`src/rtl/ahb2wb_pkg.sv`:
```
// Shared encodings for the AHB-to-Wishbone burst bridge: AHB transfer/burst/response
// codes, Wishbone cycle-type codes, and the bridge FSM state.
package ahb2wb_pkg;

    localparam logic [1:0] HTRANS_IDLE   = 2'b00;
    localparam logic [1:0] HTRANS_BUSY   = 2'b01;
    localparam logic [1:0] HTRANS_NONSEQ = 2'b10;
    localparam logic [1:0] HTRANS_SEQ    = 2'b11;

    localparam logic [2:0] HBURST_SINGLE = 3'b000;
    localparam logic [2:0] HBURST_INCR   = 3'b001;
    localparam logic [2:0] HBURST_WRAP4  = 3'b010;
    localparam logic [2:0] HBURST_INCR4  = 3'b011;
    localparam logic [2:0] HBURST_WRAP8  = 3'b100;
    localparam logic [2:0] HBURST_INCR8  = 3'b101;
    localparam logic [2:0] HBURST_WRAP16 = 3'b110;
    localparam logic [2:0] HBURST_INCR16 = 3'b111;

    localparam logic [1:0] HRESP_OKAY  = 2'b00;
    localparam logic [1:0] HRESP_ERROR = 2'b01;

    localparam logic [2:0] CTI_CLASSIC = 3'b000;
    localparam logic [2:0] CTI_INCR    = 3'b010;
    localparam logic [2:0] CTI_EOB     = 3'b111;

    localparam logic [1:0] BTE_LINEAR = 2'b00;
    localparam logic [1:0] BTE_WRAP4  = 2'b01;
    localparam logic [1:0] BTE_WRAP8  = 2'b10;
    localparam logic [1:0] BTE_WRAP16 = 2'b11;

    typedef enum logic [2:0] {
        ST_IDLE,
        ST_WB,
        ST_DONE,
        ST_ERR1,
        ST_ERR2
    } state_t;

    // Fixed-length bursts are the ones with a non-zero length field in hburst[2:1].
    function automatic logic [4:0] burst_beats(input logic [2:0] burst);
        case (burst[2:1])
            2'b01:   burst_beats = 5'd4;
            2'b10:   burst_beats = 5'd8;
            2'b11:   burst_beats = 5'd16;
            default: burst_beats = 5'd0;
        endcase
    endfunction

    function automatic logic [1:0] burst_bte(input logic [2:0] burst);
        case (burst)
            HBURST_WRAP4:  burst_bte = BTE_WRAP4;
            HBURST_WRAP8:  burst_bte = BTE_WRAP8;
            HBURST_WRAP16: burst_bte = BTE_WRAP16;
            default:       burst_bte = BTE_LINEAR;
        endcase
    endfunction

endpackage

```
`src/rtl/ahb2wb_bytesel.sv`:
```
// Little-endian byte-lane decoder: maps hsize and the low address bits to Wishbone
// sel lanes, and flags sizes wider than the data bus.
module ahb2wb_bytesel #(
    parameter int DWIDTH = 32
) (
    input  logic [2:0]                       hsize,
    input  logic [$clog2(DWIDTH/8)-1:0]      addr_lo,
    output logic [DWIDTH/8-1:0]              sel,
    output logic                             size_err
);

    localparam int LANES = DWIDTH / 8;
    localparam int LB    = $clog2(LANES);

    always_comb begin
        sel      = '0;
        size_err = (32'(hsize) > LB);
        // A lane is enabled when it sits in the same size-aligned window as the address.
        for (int i = 0; i < LANES; i++) begin
            if ((i >> hsize) == (32'(addr_lo) >> hsize))
                sel[i] = 1'b1;
        end
        if (size_err)
            sel = '0;
    end

endmodule

```
`src/rtl/ahb2wb_burst.sv`:
```
// AHB-Lite slave to Wishbone B4 registered-feedback master bridge with burst
// cycle-type signalling, error/timeout abort and byte-lane decode.
module ahb2wb_burst
    import ahb2wb_pkg::*;
#(
    parameter int AWIDTH  = 16,
    parameter int DWIDTH  = 32,
    parameter int TIMEOUT = 16
) (
    input  logic                  hclk,
    input  logic                  rst_i,
    input  logic                  hsel,
    input  logic [AWIDTH-1:0]     haddr,
    input  logic [1:0]            htrans,
    input  logic                  hwrite,
    input  logic [2:0]            hsize,
    input  logic [2:0]            hburst,
    input  logic [DWIDTH-1:0]     hwdata,
    output logic [DWIDTH-1:0]     hrdata,
    output logic                  hready,
    output logic [1:0]            hresp,
    output logic [AWIDTH-1:0]     adr_o,
    output logic [DWIDTH-1:0]     dat_o,
    input  logic [DWIDTH-1:0]     dat_i,
    output logic                  we_o,
    output logic [DWIDTH/8-1:0]   sel_o,
    output logic                  cyc_o,
    output logic                  stb_o,
    output logic [2:0]            cti_o,
    output logic [1:0]            bte_o,
    input  logic                  ack_i,
    input  logic                  err_i
);

    localparam int LANES = DWIDTH / 8;
    localparam int LB    = $clog2(LANES);
    localparam int TW    = (TIMEOUT > 0) ? $clog2(TIMEOUT + 1) : 1;

    state_t           state;
    logic [4:0]       beat_cnt;
    logic [TW-1:0]    tmo_cnt;
    logic [LANES-1:0] sel_dec;
    logic             size_err;
    logic             accept;
    logic             fixed_burst;
    logic [4:0]       beat_now;
    logic             tmo_hit;

    ahb2wb_bytesel #(.DWIDTH(DWIDTH)) u_bytesel (
        .hsize    (hsize),
        .addr_lo  (haddr[LB-1:0]),
        .sel      (sel_dec),
        .size_err (size_err)
    );

    assign dat_o       = hwdata;
    assign accept      = hsel && hready && htrans[1];
    assign fixed_burst = (hburst[2:1] != 2'b00);
    // NONSEQ restarts the beat count, which also handles early burst termination.
    assign beat_now    = (htrans == HTRANS_NONSEQ) ? burst_beats(hburst) : beat_cnt;
    assign tmo_hit     = (TIMEOUT != 0) && (tmo_cnt == TW'(TIMEOUT - 1));

    always_ff @(posedge hclk) begin
        if (rst_i) begin
            state    <= ST_IDLE;
            beat_cnt <= '0;
            tmo_cnt  <= '0;
            hready   <= 1'b1;
            hresp    <= HRESP_OKAY;
            hrdata   <= '0;
            adr_o    <= '0;
            we_o     <= 1'b0;
            sel_o    <= '0;
            cyc_o    <= 1'b0;
            stb_o    <= 1'b0;
            cti_o    <= CTI_CLASSIC;
            bte_o    <= BTE_LINEAR;
        end else begin
            case (state)
                ST_WB: begin
                    if (err_i || tmo_hit) begin
                        state    <= ST_ERR1;
                        hresp    <= HRESP_ERROR;
                        cyc_o    <= 1'b0;
                        stb_o    <= 1'b0;
                        beat_cnt <= '0;
                    end else if (ack_i) begin
                        state  <= ST_DONE;
                        hready <= 1'b1;
                        stb_o  <= 1'b0;
                        cyc_o  <= (beat_cnt > 5'd1);
                        if (beat_cnt != 5'd0)
                            beat_cnt <= beat_cnt - 5'd1;
                        if (!we_o)
                            hrdata <= dat_i;
                    end else begin
                        tmo_cnt <= tmo_cnt + 1'b1;
                    end
                end
                ST_ERR1: begin
                    state  <= ST_ERR2;
                    hready <= 1'b1;
                end
                default: begin
                    // IDLE, DONE and ERR2 all present hready=1 and may take a new transfer.
                    if (accept) begin
                        adr_o <= haddr;
                        we_o  <= hwrite;
                        sel_o <= sel_dec;
                        bte_o <= burst_bte(hburst);
                        hresp <= HRESP_OKAY;
                        if (!fixed_burst)
                            cti_o <= CTI_CLASSIC;
                        else if (beat_now == 5'd1)
                            cti_o <= CTI_EOB;
                        else
                            cti_o <= CTI_INCR;
                        if (htrans == HTRANS_NONSEQ)
                            beat_cnt <= burst_beats(hburst);
                        hready <= 1'b0;
                        if (size_err) begin
                            state    <= ST_ERR1;
                            hresp    <= HRESP_ERROR;
                            cyc_o    <= 1'b0;
                            stb_o    <= 1'b0;
                            beat_cnt <= '0;
                        end else begin
                            state   <= ST_WB;
                            cyc_o   <= 1'b1;
                            stb_o   <= 1'b1;
                            tmo_cnt <= '0;
                        end
                    end else begin
                        state <= ST_IDLE;
                        hresp <= HRESP_OKAY;
                        if (!hsel || htrans == HTRANS_IDLE)
                            cyc_o <= 1'b0;
                    end
                end
            endcase
        end
    end

endmodule

```
`config.mk`:
```
export PLATFORM = sky130hd
export DESIGN_NAME = ahb2wb_burst
export DESIGN_NICKNAME = d
export VERILOG_FILES = /design/src/rtl/ahb2wb_pkg.sv /design/src/rtl/ahb2wb_bytesel.sv /design/src/rtl/ahb2wb_burst.sv
export SDC_FILE = /design/constraint.sdc
export NUM_CORES = 1
export LEC_CHECK = 0
export ABC_CLOCK_PERIOD_IN_PS = 4300
export CAP_MARGIN = 25
export CORE_ASPECT_RATIO = 1.75
export CORE_MARGIN = 2
export CORE_UTILIZATION = 42
export CTS_BUF_LIST = sky130_fd_sc_hd__clkbuf_8
export CTS_CLUSTER_SIZE = 14
export DETAILED_ROUTE_END_ITERATION = 8
export PLACE_DENSITY = 0.93
export SLEW_MARGIN = 20
export SYNTH_ARGS = -nofsm -noshare
export SYNTH_HDL_FRONTEND = slang
export SYNTH_HIERARCHICAL = 1
export SYNTH_SLANG_ARGS = --single-unit
```
`constraint.sdc`:
```
create_clock -name hclk -period 4.3 [get_ports hclk]
set_clock_uncertainty 0.2 [all_clocks]
set_input_delay 0.86 -clock hclk [delete_from_list [all_inputs] [get_ports hclk]]
set_output_delay 0.86 -clock hclk [all_outputs]
set_load 0.05 [all_outputs]
```
## Yosys cells after proc, flatten, opt, wreduce, memory -nomap -nowiden

Index checks and enable logic that the tools add are counted.

- Bits in registers: 76
- Input bits: 94
- Output and inout bits: 95
- Word-level logic and storage cells: 112

- Add/sub/neg operators: 2
- $lt $le $gt $ge: 2
- Equality and inequality tests: 22
- Shifts and indexed selects: 5
- Muxes and demuxes: 44
- Bitwise logic cells: 4
- Reduce and logical (&&, ||, !) cells: 20

Operators by type and width:

| operator | count |
|---|---|
| equality test 32 bit | 4 |
| right shift 1 x 3 -> 32 bit (first input constant) | 2 |
| right shift 2 x 3 -> 32 bit (first input constant) | 2 |
| 2-to-1 mux 5 bit | 10 |
| right shift 2 x 3 -> 32 bit | 1 |
| one-hot mux 5 bit (2 select lines) | 2 |
| 2-to-1 mux 1 bit | 16 |
| 2-to-1 mux 3 bit | 5 |
| one-hot mux 5 bit (3 select lines) | 1 |
| AND reduction 3 bit | 3 |
| inequality test 2 bit (second input constant) | 4 |
| AND reduction 4 bit | 2 |
| equality test 2 bit (second input constant) | 3 |
| equality test 3 x 2 -> 1 bit (second input constant) | 2 |
| equality test 3 bit (second input constant) | 2 |
| 2-to-1 mux 2 bit | 3 |
| inequality test 3 bit (second input constant) | 2 |
| one-hot mux 1 bit (2 select lines) | 3 |
| one-hot mux 2 bit (3 select lines) | 1 |
| one-hot mux 3 bit (2 select lines) | 1 |
| nonzero test 3 bit | 2 |
| adder 5 x 1 -> 5 bit (second input constant) | 1 |
| equality test 5 x 1 -> 1 bit (second input constant) | 1 |
| equality test 5 x 4 -> 1 bit (second input constant) | 1 |
| 18 further kinds | 25 |

## Depth between registers and ports, before layout

- Depth after elaboration: 6
- Mapped depth: 9
- Gate-level depth less buffers: 7

## By module

The synthesis kept the hierarchy.

By module, submodules not included:

| module | instances | cells each | area an instance (um2) | seq. area each (um2) |
|---|---|---|---|---|
| ahb2wb_burst | 1 | 407 | 3235.6 | 1481.4 |
| ahb2wb_bytesel | 1 | 12 | 58.8 | 0.0 |

## Worst setup path after synthesis

OpenSTA, ideal clock, no wires.

- Kind: reg2reg
- Start: register tmo_cnt[0]
- End: register hrdata[22]
- Library setup time: 0.132 ns
- Arrival: 1.983 ns
- Required time: 3.968 ns
- Setup slack: 1.984 ns
- Stages on the path, launching flop included: 10
- Path buffers: 2
- Period minus slack after synthesis: 2.316 ns
- Path through: dfxtp_1 -> ha_1 -> and3_1 -> ha_1 -> or2_2 -> or4_1 -> buf_2 -> buf_6 -> nand2_1 -> a21oi_1

- Longest elaborated chain between the ends: 4

Ends and longest elaborated chain:

| item | RTL line | RTL |
|---|---|---|
| start, declared | ahb2wb_burst.sv:41 | `logic [TW-1:0] tmo_cnt;` |
| start signal, assigned | ahb2wb_burst.sv:97 | `tmo_cnt <= tmo_cnt + 1'b1;` |
| equality test 5 x 4 -> 1 bit | ahb2wb_burst.sv:61 | `assign tmo_hit = (TIMEOUT != 0) && (tmo_cnt == TW'(TIMEOUT - 1));` |
| logical OR 1 bit | ahb2wb_burst.sv:81 | `if (err_i \|\| tmo_hit) begin` |
| NOT 1 bit (no line) | - |  |
| AND reduction 4 bit (no line) | - |  |
| end signal, assigned | ahb2wb_burst.sv:95 | `hrdata <= dat_i;` |
| end, declared | ahb2wb_burst.sv:19 | `output logic [DWIDTH-1:0] hrdata,` |

No other way between the ends.
A chain may end at the register's enable or synchronous reset.

## Worst setup path after layout

- Start: register we_o
- End: output port we_o

RTL lines:

| item | RTL line | RTL |
|---|---|---|
| start, declared | ahb2wb_burst.sv:25 | `output logic we_o,` |
| start signal, assigned | ahb2wb_burst.sv:108 | `we_o <= hwrite;` |

No word-level cell between the ends.

==> run summary <==
Outcome -> finished clean
Post-CTS Setup Inserts -> 0
Fillers -> 680
Slew headroom -> 39.6%
Vias per cell -> 5.25
CTS tree -> built
Top post-synthesis cells by area -> dfxtp_1 (45%), nand2_1 (14%), a21oi_1 (11%)
Overall Global Routing Usage -> 20.8%
Largest net degree at the start of global routing -> 47
Total of flip-flops plus latches after synthesis -> 74
Final period utilization -> 63.5%
Vias in the first global route -> 3067
Final setup viols -> 0
Hold Path Stages -> 2
DRC viols -> 0
Clock sinks -> 74
CTS max path bufs -> 2
Post-synthesis average cell area -> 7.86 µm²
WS Path Type -> flip-flop to output pin
CTS Buf Count -> 9
Share of synthesized registers carrying an async set or reset -> 0%
CP max FO -> 4
Top FF cell, synth -> dfxtp_1
Slew @ Worst Pin -> 0.901 ns
CORE AREA -> 7570 µm²
Post-synth EDFFs -> 0
Synth Instances -> 419
GP Congestion -> 0.894
Compound-Gate Fraction of Synth Area -> 17.5%
CTS H-tree depth -> 3
Synth Area in Simple Gates -> 23.5%
Hold Path End -> bte_o[1]
Worst Path Arrival -> 1.67 ns
Initial DRT Pass Iterations -> 4
Final Hold Fails -> 0
Sequential fraction of the synthesis area -> 45.0%
Initial antenna violation count -> 0
CP max stage cell -> clkdlybuf4s50_1
Startpoint of the worst hold path -> bte_o[1]
R2R Path End -> hrdata[19]
Commonest non-fill, non-tap cells in the layout -> clkdlybuf4s50_1 (122), nand2_1 (120), dfxtp_1 (74), a21oi_1 (71), clkbuf_8 (14)
Total negative slack -> 0 ns
Grt ovf -> 0
Unique cell type count in the Yosys netlist -> 43
Final Max Slew Viols -> 0
Worst-skew pair later-pin latency -> 0.34 ns
VDD IR-drop max -> 0.000241 V
Commonest non-fill, non-tap cell in the layout -> clkdlybuf4s50_1
Die area -> 8600 µm²
Chip width -> 71.0 µm
Pwr Total -> 1.56 mW
Worst endpoint required time -> 3.24 ns
CP Capture Type -> output pin
Slowest stage delay, CP -> 0.86 ns
Crit path buffers/inverters -> 1
Proportion of synthesized area in mux cells -> 0.304%
R2R cell count -> 8
Layout area overhead -> 37.7%
Unrepaired setup endpoints after global routing -> false
First-pass GRT wire length -> 14200 µm
Main combinational cell family by area after synthesis -> simple AND/OR/NAND/NOR gates
Port Buffers -> 123
Syn Nets -> 517
Launching point of the worst reg2reg path -> tmo_cnt[0]
Nets@finish -> 599
First DRT Iteration DRCs -> 129
Core Rows -> 42
Antenna cells -> 0
Register-to-Register Setup Slack -> 1.65 ns
HPWL after DPL -> 6640 µm
Routed Antenna Nets -> 0
Ys Warns -> 6
Adder-Cell Fraction of Synth Area -> 1.52%
Layout cell share with drive strength beyond 1 -> 5.15%
CTS root buffer -> clkbuf_8
Delay-heaviest family, CP -> buffers and inverters
Clock slew at reported path FFs -> 0.07 ns
Top-area cell type share of the netlist area -> 45.0%
Synth area leader -> dfxtp_1
Worst-path cell chain -> clkdlybuf4s50_1
Critical path startpoint category -> flip-flop
Area of the mapped netlist -> 3290 µm²
Leak Pwr -> 1.62 nW
Final min period -> 2.73 ns
Vias -> 3111
# hold bufs at CTS -> 0
Max cap viols -> 0
Resize count post-CTS -> 0
Fmax achieved -> 366 MHz
Wirelength per Cell -> 15.1 µm
Die Ht -> 121 µm
Post-Synth XOR/XNOR Area -> 0%
Ports -> 189
Power Dens Cells -> 343 nW/µm²
Initial Utilization -> 43.5%
WL final -> 8940 µm
HP Class -> flip-flop to flip-flop
## tightest hold or removal path, cell delays in order (launching register included)
cell     delay (ns)
dfxtp_1        0.31
nand2_1        0.05
a21oi_1        0.05
## synthesized netlist by cell type, types with 3 or more instances
| cell type | instances |
|---|---|
| a21oi_1 | 71 |
| a21o_1 | 3 |
| nand2_1 | 120 |
| clkbuf_1 | 13 |
| buf_6 | 3 |
| and3_1 | 4 |
| nand2b_1 | 4 |
| buf_4 | 34 |
| o32ai_1 | 4 |
| o21ai_0 | 7 |
| nor4_1 | 3 |
| inv_1 | 9 |
| dfxtp_1 | 74 |
| nor3_1 | 5 |
| a211oi_1 | 4 |
| buf_2 | 4 |
| or4_1 | 3 |
| nand3_1 | 5 |
| nor2_1 | 13 |
| nor2b_1 | 3 |
| ha_1 | 4 |
## worst max path at each step
stage	startpoint	endpoint	slack (ns)	cells after the start
global route	htrans[1]	beat_cnt[3]	1.51	5
floorplan	tmo_cnt[0]	hrdata[22]	1.98	9
detailed placement	ack_i	hrdata[1]	1.06	5
CTS	ack_i	hrdata[19]	1.42	5
finish	we_o	we_o	1.57	1
global placement	ack_i	hrdata[19]	1.14	5
## state kept, by name, indices dropped and copies added (netlist names)
name and cells:
beat_cnt 5, hrdata 32, stb_o 1, we_o 1
tmo_cnt 5, hresp 1, sel_o 4, bte_o 2
hready 1, adr_o 16, cyc_o 1, state 3
cti_o 2
## routing by layer
layer / up-vias / part of all wire [%] / GRT usage [%]
met2: 116 / 54 / 38.3
met4: 0 / 4.8 / 12.1
met5: - / 0 / 0
met1: 1404 / 35 / 21.1
met3: 45 / 6.4 / 4.32
li1: 1546 / - / -
## through the flow
step,utilization (%),cells,setup WS [ns],cell area [µm²],hold slack [ns]
2_1_floorplan,-,419,1.98,3290,0.239
3_3_place_gp,56.8,577,1.14,4300,0.241
3_5_place_dp,56.8,577,1.06,4300,0.244
4_1_cts,59.8,592,1.42,4520,0.252
5_1_grt,60.0,593,1.51,4540,0.266
6_report,60.0,593,1.57,4540,0.249
## area by class of cell
type	count	area [µm²]	share of cell area [%]
Sequential cell	74	1480	32.7
Multi-Input combinational cell	280	1430	31.4
Timing Repair Buffer	127	1260	27.9
Clock buffer	14	193	4.25
Tap cell	88	110	2.43
Inverter	9	33.8	0.745
Clock inverter	1	30.0	0.662
## cells by family (layout without fill, tap and decap cells)
kind of cell             after synthesis  after routing
adder cells (fa/ha/maj)                4              4
other                                  1              1
buffers and inverters                 65            151
flip-flops                            74             74
AND/OR/NAND/NOR                      173            173
AO/OA/AOI/OAI                        101            101
multiplexers                           1              1
## power by group
group | total, mW | internal, mW | switching [mW]
Combinational | 0.257 | 0.108 | 0.150
Sequential | 0.718 | 0.705 | 0.0129
Clock | 0.583 | 0.345 | 0.239
Note: power is estimated with default switching activity, not from simulation.
==> variant 1 (config.mk and constraints unchanged) <==
The parameter `AWIDTH` goes from 16 to 32.
--- a/src/rtl/ahb2wb_burst.sv
+++ b/src/rtl/ahb2wb_burst.sv
@@ -5,3 +5,3 @@
 #(
-    parameter int AWIDTH  = 16,
+    parameter int AWIDTH  = 32,
     parameter int DWIDTH  = 32,
Ports: changed (resized adr_o and haddr); port bits go from 189 to 221. The function was not compared with the original's and may differ.
==> variant 1 against the unedited design <==
- count of clock-buffer cells in the layout down 5
- area after synthesis up 17%
- wire length up 23%
- synthesized cell count up 16%
- power up 9.1%
- design area up 18%
- worst setup slack worse by 0.15 ns
- fmax down 5.3%
- sequential cell count up 16
==> variant 1: results (changes against the unedited design) <==
FFs w/ async S/R, synth 0% (unchanged); setup_tns 0 ns (unchanged); Largest regs adr_o x32, hrdata x32; routability cong. 0.869 (-2.8%); Commonest cells post-synth nand2_1 (144), dfxtp_1 (90), a21oi_1 (84); Root Driver clkbuf_8; dpl ws 1.08 ns (+0.0232 ns); Max Root-Sink Buffers 2 (unchanged); Leakage 1.84 nW (+14%); share of post-route cells with drive strength above 1 4.19% (-0.96 points); unique cell type count in the Yosys netlist 47 (+9.3%); first-pass GRT wire length 17.3 mm (+22%); Hold Crit Start hrdata[7]; antenna violations before repair 0 (unchanged); nets 707 (+18%); detailed placement HPWL 8.34 mm (+26%); htree depth 3 (unchanged); DP Area 5200 um2 (+21%); IO buf count 155 (+26%); CP peak stage delay 0.73 ns (-0.13 ns); worst-path fanout max 24 (+20); vias 3722 (+20%); worst slew pin tran 0.917 ns (+0.0156 ns); GR Util met3 4.60% (+0.28 points); M2 GR Usage 40.6% (+2.3 points); Worst Hold Class reg2reg; Critical Path Start htrans[1]; diode count 0 (unchanged); R2R Path Start tmo_cnt[0]; sequential area share after synthesis 46.6% (+1.6 points); DR iter-0 viols 179 (+39%); Worst VDD drop 251 uV (+4.2%); DR WL/cell 15.4 um (+1.9%); R2R depth 7 (-1); met1 Resource Use GR 20.7% (-0.37 points); clk_lat worst skew 0.36 ns (+0.02 ns); syn nets 598 (+16%); cts repair resizes 0 (unchanged); number of fill cells 800 (+18%); Num CTS Buffers 9 (unchanged); Slowest-stage cell, CP nor2_2; all-layer global routing usage 21.5% (+0.70 points); largest net degree at the start of global routing 46 (-2.1%); post-CTS setup buffers 0 (unchanged); clk slew on worst S/H paths 0.09 ns (+0.02 ns); Ys Warns 6 (unchanged); CP delay by family, top simple AND/OR/NAND/NOR gates; drt pass-1 iters 4 (unchanged); status finished, final reports clean; Area contributors post-synth dfxtp_1 (47%), nand2_1 (14%), a21oi_1 (11%); crit path DAT 2.97 ns (+1.30 ns); Hold Crit Depth 2 (unchanged)
## variant 1: per-layer routing
layer	share of wire (%)	vias up
li1	-	1797
met1	34	1712
met2	54	153
met3	6.3	60
met4	5.2	0
met5	0	-
## variant 1: metrics by stage
| stage | cells | utilization [%] |
|---|---|---|
| finish | 717 | 59.3 |
| global route | 717 | 59.3 |
| CTS | 717 | 59.3 |
| detailed placement | 702 | 57.5 |
| global placement | 702 | 57.5 |
| floorplan | 484 | - |
## variant 1: path summary, 6_finish.rpt
path,end,slack (ns)
worst min-delay path,hrdata[7],0.26
worst max register to register,hrdata[1],1.70
worst min register to register,hrdata[7],0.26
worst max-delay path,adr_o[25],1.42
## variant 1: cell type report
cell class | instances | area share (%)
timing repair buffer | 160 | 29.6
clock inverter | 6 | 0.677
sequential | 90 | 33.6
clock buffer | 9 | 2.31
tap | 120 | 2.80
multi-input combinational | 323 | 30.4
inverter | 9 | 0.630
## variant 1: tightest hold or removal path, cell delays in order, from the launching register on
cell,delay [ns]
dfxtp_1,0.31
nand2_1,0.05
a21oi_1,0.05
## variant 1: cells by family after synthesis
logic type	synth area share (%)
multiplexers	0.291
AO/OA/AOI/OAI	17.1
buffers and inverters	11.3
flip-flops	46.6
adder cells (fa/ha/maj)	1.29
other	0.0970
XOR/XNOR	0.227
AND/OR/NAND/NOR	23.1
## variant 1: power breakdown
group          total (W)  internal (W)  switching, W
Clock           0.000490      0.000204      0.000286
Sequential      0.000877      0.000860     0.0000169
Combinational   0.000333      0.000138      0.000195
==> variant 2 (config.mk and constraints unchanged) <==
Made on the original files. Re-encode `state_t` (5 states) as one-hot, 5 bits wide.
--- a/src/rtl/ahb2wb_pkg.sv
+++ b/src/rtl/ahb2wb_pkg.sv
@@ -30,8 +30,8 @@
 
-    typedef enum logic [2:0] {
-        ST_IDLE,
-        ST_WB,
-        ST_DONE,
-        ST_ERR1,
-        ST_ERR2
+    typedef enum logic [4:0] {
+        ST_IDLE = 5'b00001,
+        ST_WB   = 5'b00010,
+        ST_DONE = 5'b00100,
+        ST_ERR1 = 5'b01000,
+        ST_ERR2 = 5'b10000
     } state_t;
Formal check against the unedited RTL: same outputs for any inputs over 4 cycles, from zero or initial values and one cycle with rst_i high; so few cycles prove little.
==> variant 2 against the unedited design <==
- area after synthesis grew 5.0%
- wire length is 1.2% higher
- worst setup slack got worse by 0.25 ns
- power down 3.2%
- critical path type is now reg2reg
- core utilization decreased by 1.5 points
- sequential share of layout area barely moved
- synthesized cell count shrank 4.8%
- global-route usage decreased by 0.84 points
- design area grew 2.6%
- final cell count down 3.0%
- sequential cell count grew 2
==> variant 2: results (changes against the unedited design) <==
crit path DAT 3.00 ns (+1.33 ns); clk_lat worst skew 0.35 ns; share of post-route cells with drive strength above 1 5.57% (+0.42 points); sequential power 0.000726 W (+1%); CP delay by family, top simple AND/OR/NAND/NOR gates; M2 GR Usage 36.2% (-2.1 points); Slowest-stage cell, CP or3_2; DR WL/cell 15.7 um (+4.4%); syn nets 497 (-3.9%); flop-to-flop setup slack 1.32 ns (-0.33 ns); DR iter-0 viols 216 (+67%); detailed placement HPWL 6.77 mm (+1.9%); Rel. slew slack 39.0% (-0.69 points); all-layer global routing usage 20.0% (-0.84 points); routed length on met1 3.12 mm (-0.92%); Combinational Power Share 13.2% (-3.3 points); Leakage 1.96 nW (+21%); worst-path fanout max 32 (+28); unique cell type count in the Yosys netlist 46 (+7.0%); met1 Resource Use GR 19.7% (-1.4 points); vias 3045 (-2.1%); GR Util met3 4.94% (+0.62 points); Commonest cells post-synth dfxtp_1 (76), nor2_1 (51), nand2_1 (50); XOR/XNOR share of the synthesized area 0.253% (+0.25 points); WL met2 4.85 mm (+1.3%); Worst VDD drop 215 uV (-11%); nets 578 (-3.5%); Area contributors post-synth dfxtp_1 (44%), mux2i_1 (9.8%), buf_4 (7.4%); first-pass GRT wire length 14.0 mm (-1.1%); setup_tns 0 ns (unchanged); largest net degree at the start of global routing 41 (-13%); sequential area share after synthesis 44.0% (-0.99 points); reg2reg end hrdata[6]; drt pass-1 iters 4 (unchanged); FFs w/ async S/R, synth 0% (unchanged); Hold Crit Start adr_o[14]; compound-cell area share of the yosys netlist 12.9% (-4.6 points); met3 wire len 670 um (+17%); routability cong. 0.928 (+3.9%); WHS Endpoint adr_o[14]; Post-Synth Adder-Cell Area 1.45% (-0.073 points); switching share of power 25.1% (-0.70 points); DP Area 4440 um2 (+3.3%); Hold Crit Depth 2 (unchanged); post-synthesis mux area share 9.84% (+9.5 points); status finished, final reports clean
==> variant 2: worst max-delay path by stage <==
| stage | end | cells past startpoint | start | slack [ns] |
|---|---|---|---|---|
| finish | hrdata[6] | 8 | tmo_cnt[0] | 1.32 |
| global route | hrdata[25] | 8 | tmo_cnt[0] | 1.11 |
| global placement | hrdata[26] | 6 | err_i | 1.08 |
| floorplan | hrdata[22] | 10 | tmo_cnt[0] | 1.97 |
| CTS | hrdata[6] | 8 | tmo_cnt[0] | 1.29 |
| detailed placement | hrdata[6] | 6 | err_i | 0.99 |
==> variant 2: cell families after synthesis <==
| logic type | count (synthesis) |
|---|---|
| AO/OA/AOI/OAI | 76 |
| XOR/XNOR | 1 |
| adder cells (fa/ha/maj) | 4 |
| buffers and inverters | 62 |
| flip-flops | 76 |
| multiplexers | 34 |
| other | 1 |
| AND/OR/NAND/NOR | 145 |
==> variant 2: layout make-up <==
class | count | area, um2
well taps | 90 | 113
repair buffers | 124 | 1230
clock inverters | 7 | 91.3
flip-flops and latches | 76 | 1520
inverters | 8 | 30.0
clock buffers | 9 | 124
fillers | 686 | 3310
multi-input cells | 261 | 1540
==> variant 2: metrics by stage <==
stage | total power [W] | cells | hold WS [ns] | setup slack [ns] | util (%)
6_report | 0.00151 | 575 | 0.255 | 1.32 | 58.5
5_1_grt | 0.00156 | 575 | 0.277 | 1.11 | 58.5
4_1_cts | 0.00152 | 575 | 0.257 | 1.29 | 58.5
3_5_place_dp | 0.000942 | 559 | 0.246 | 0.989 | 55.8
3_3_place_gp | 0.000939 | 559 | 0.240 | 1.08 | 55.8
2_1_floorplan | 0.000926 | 399 | 0.253 | 1.97 | -
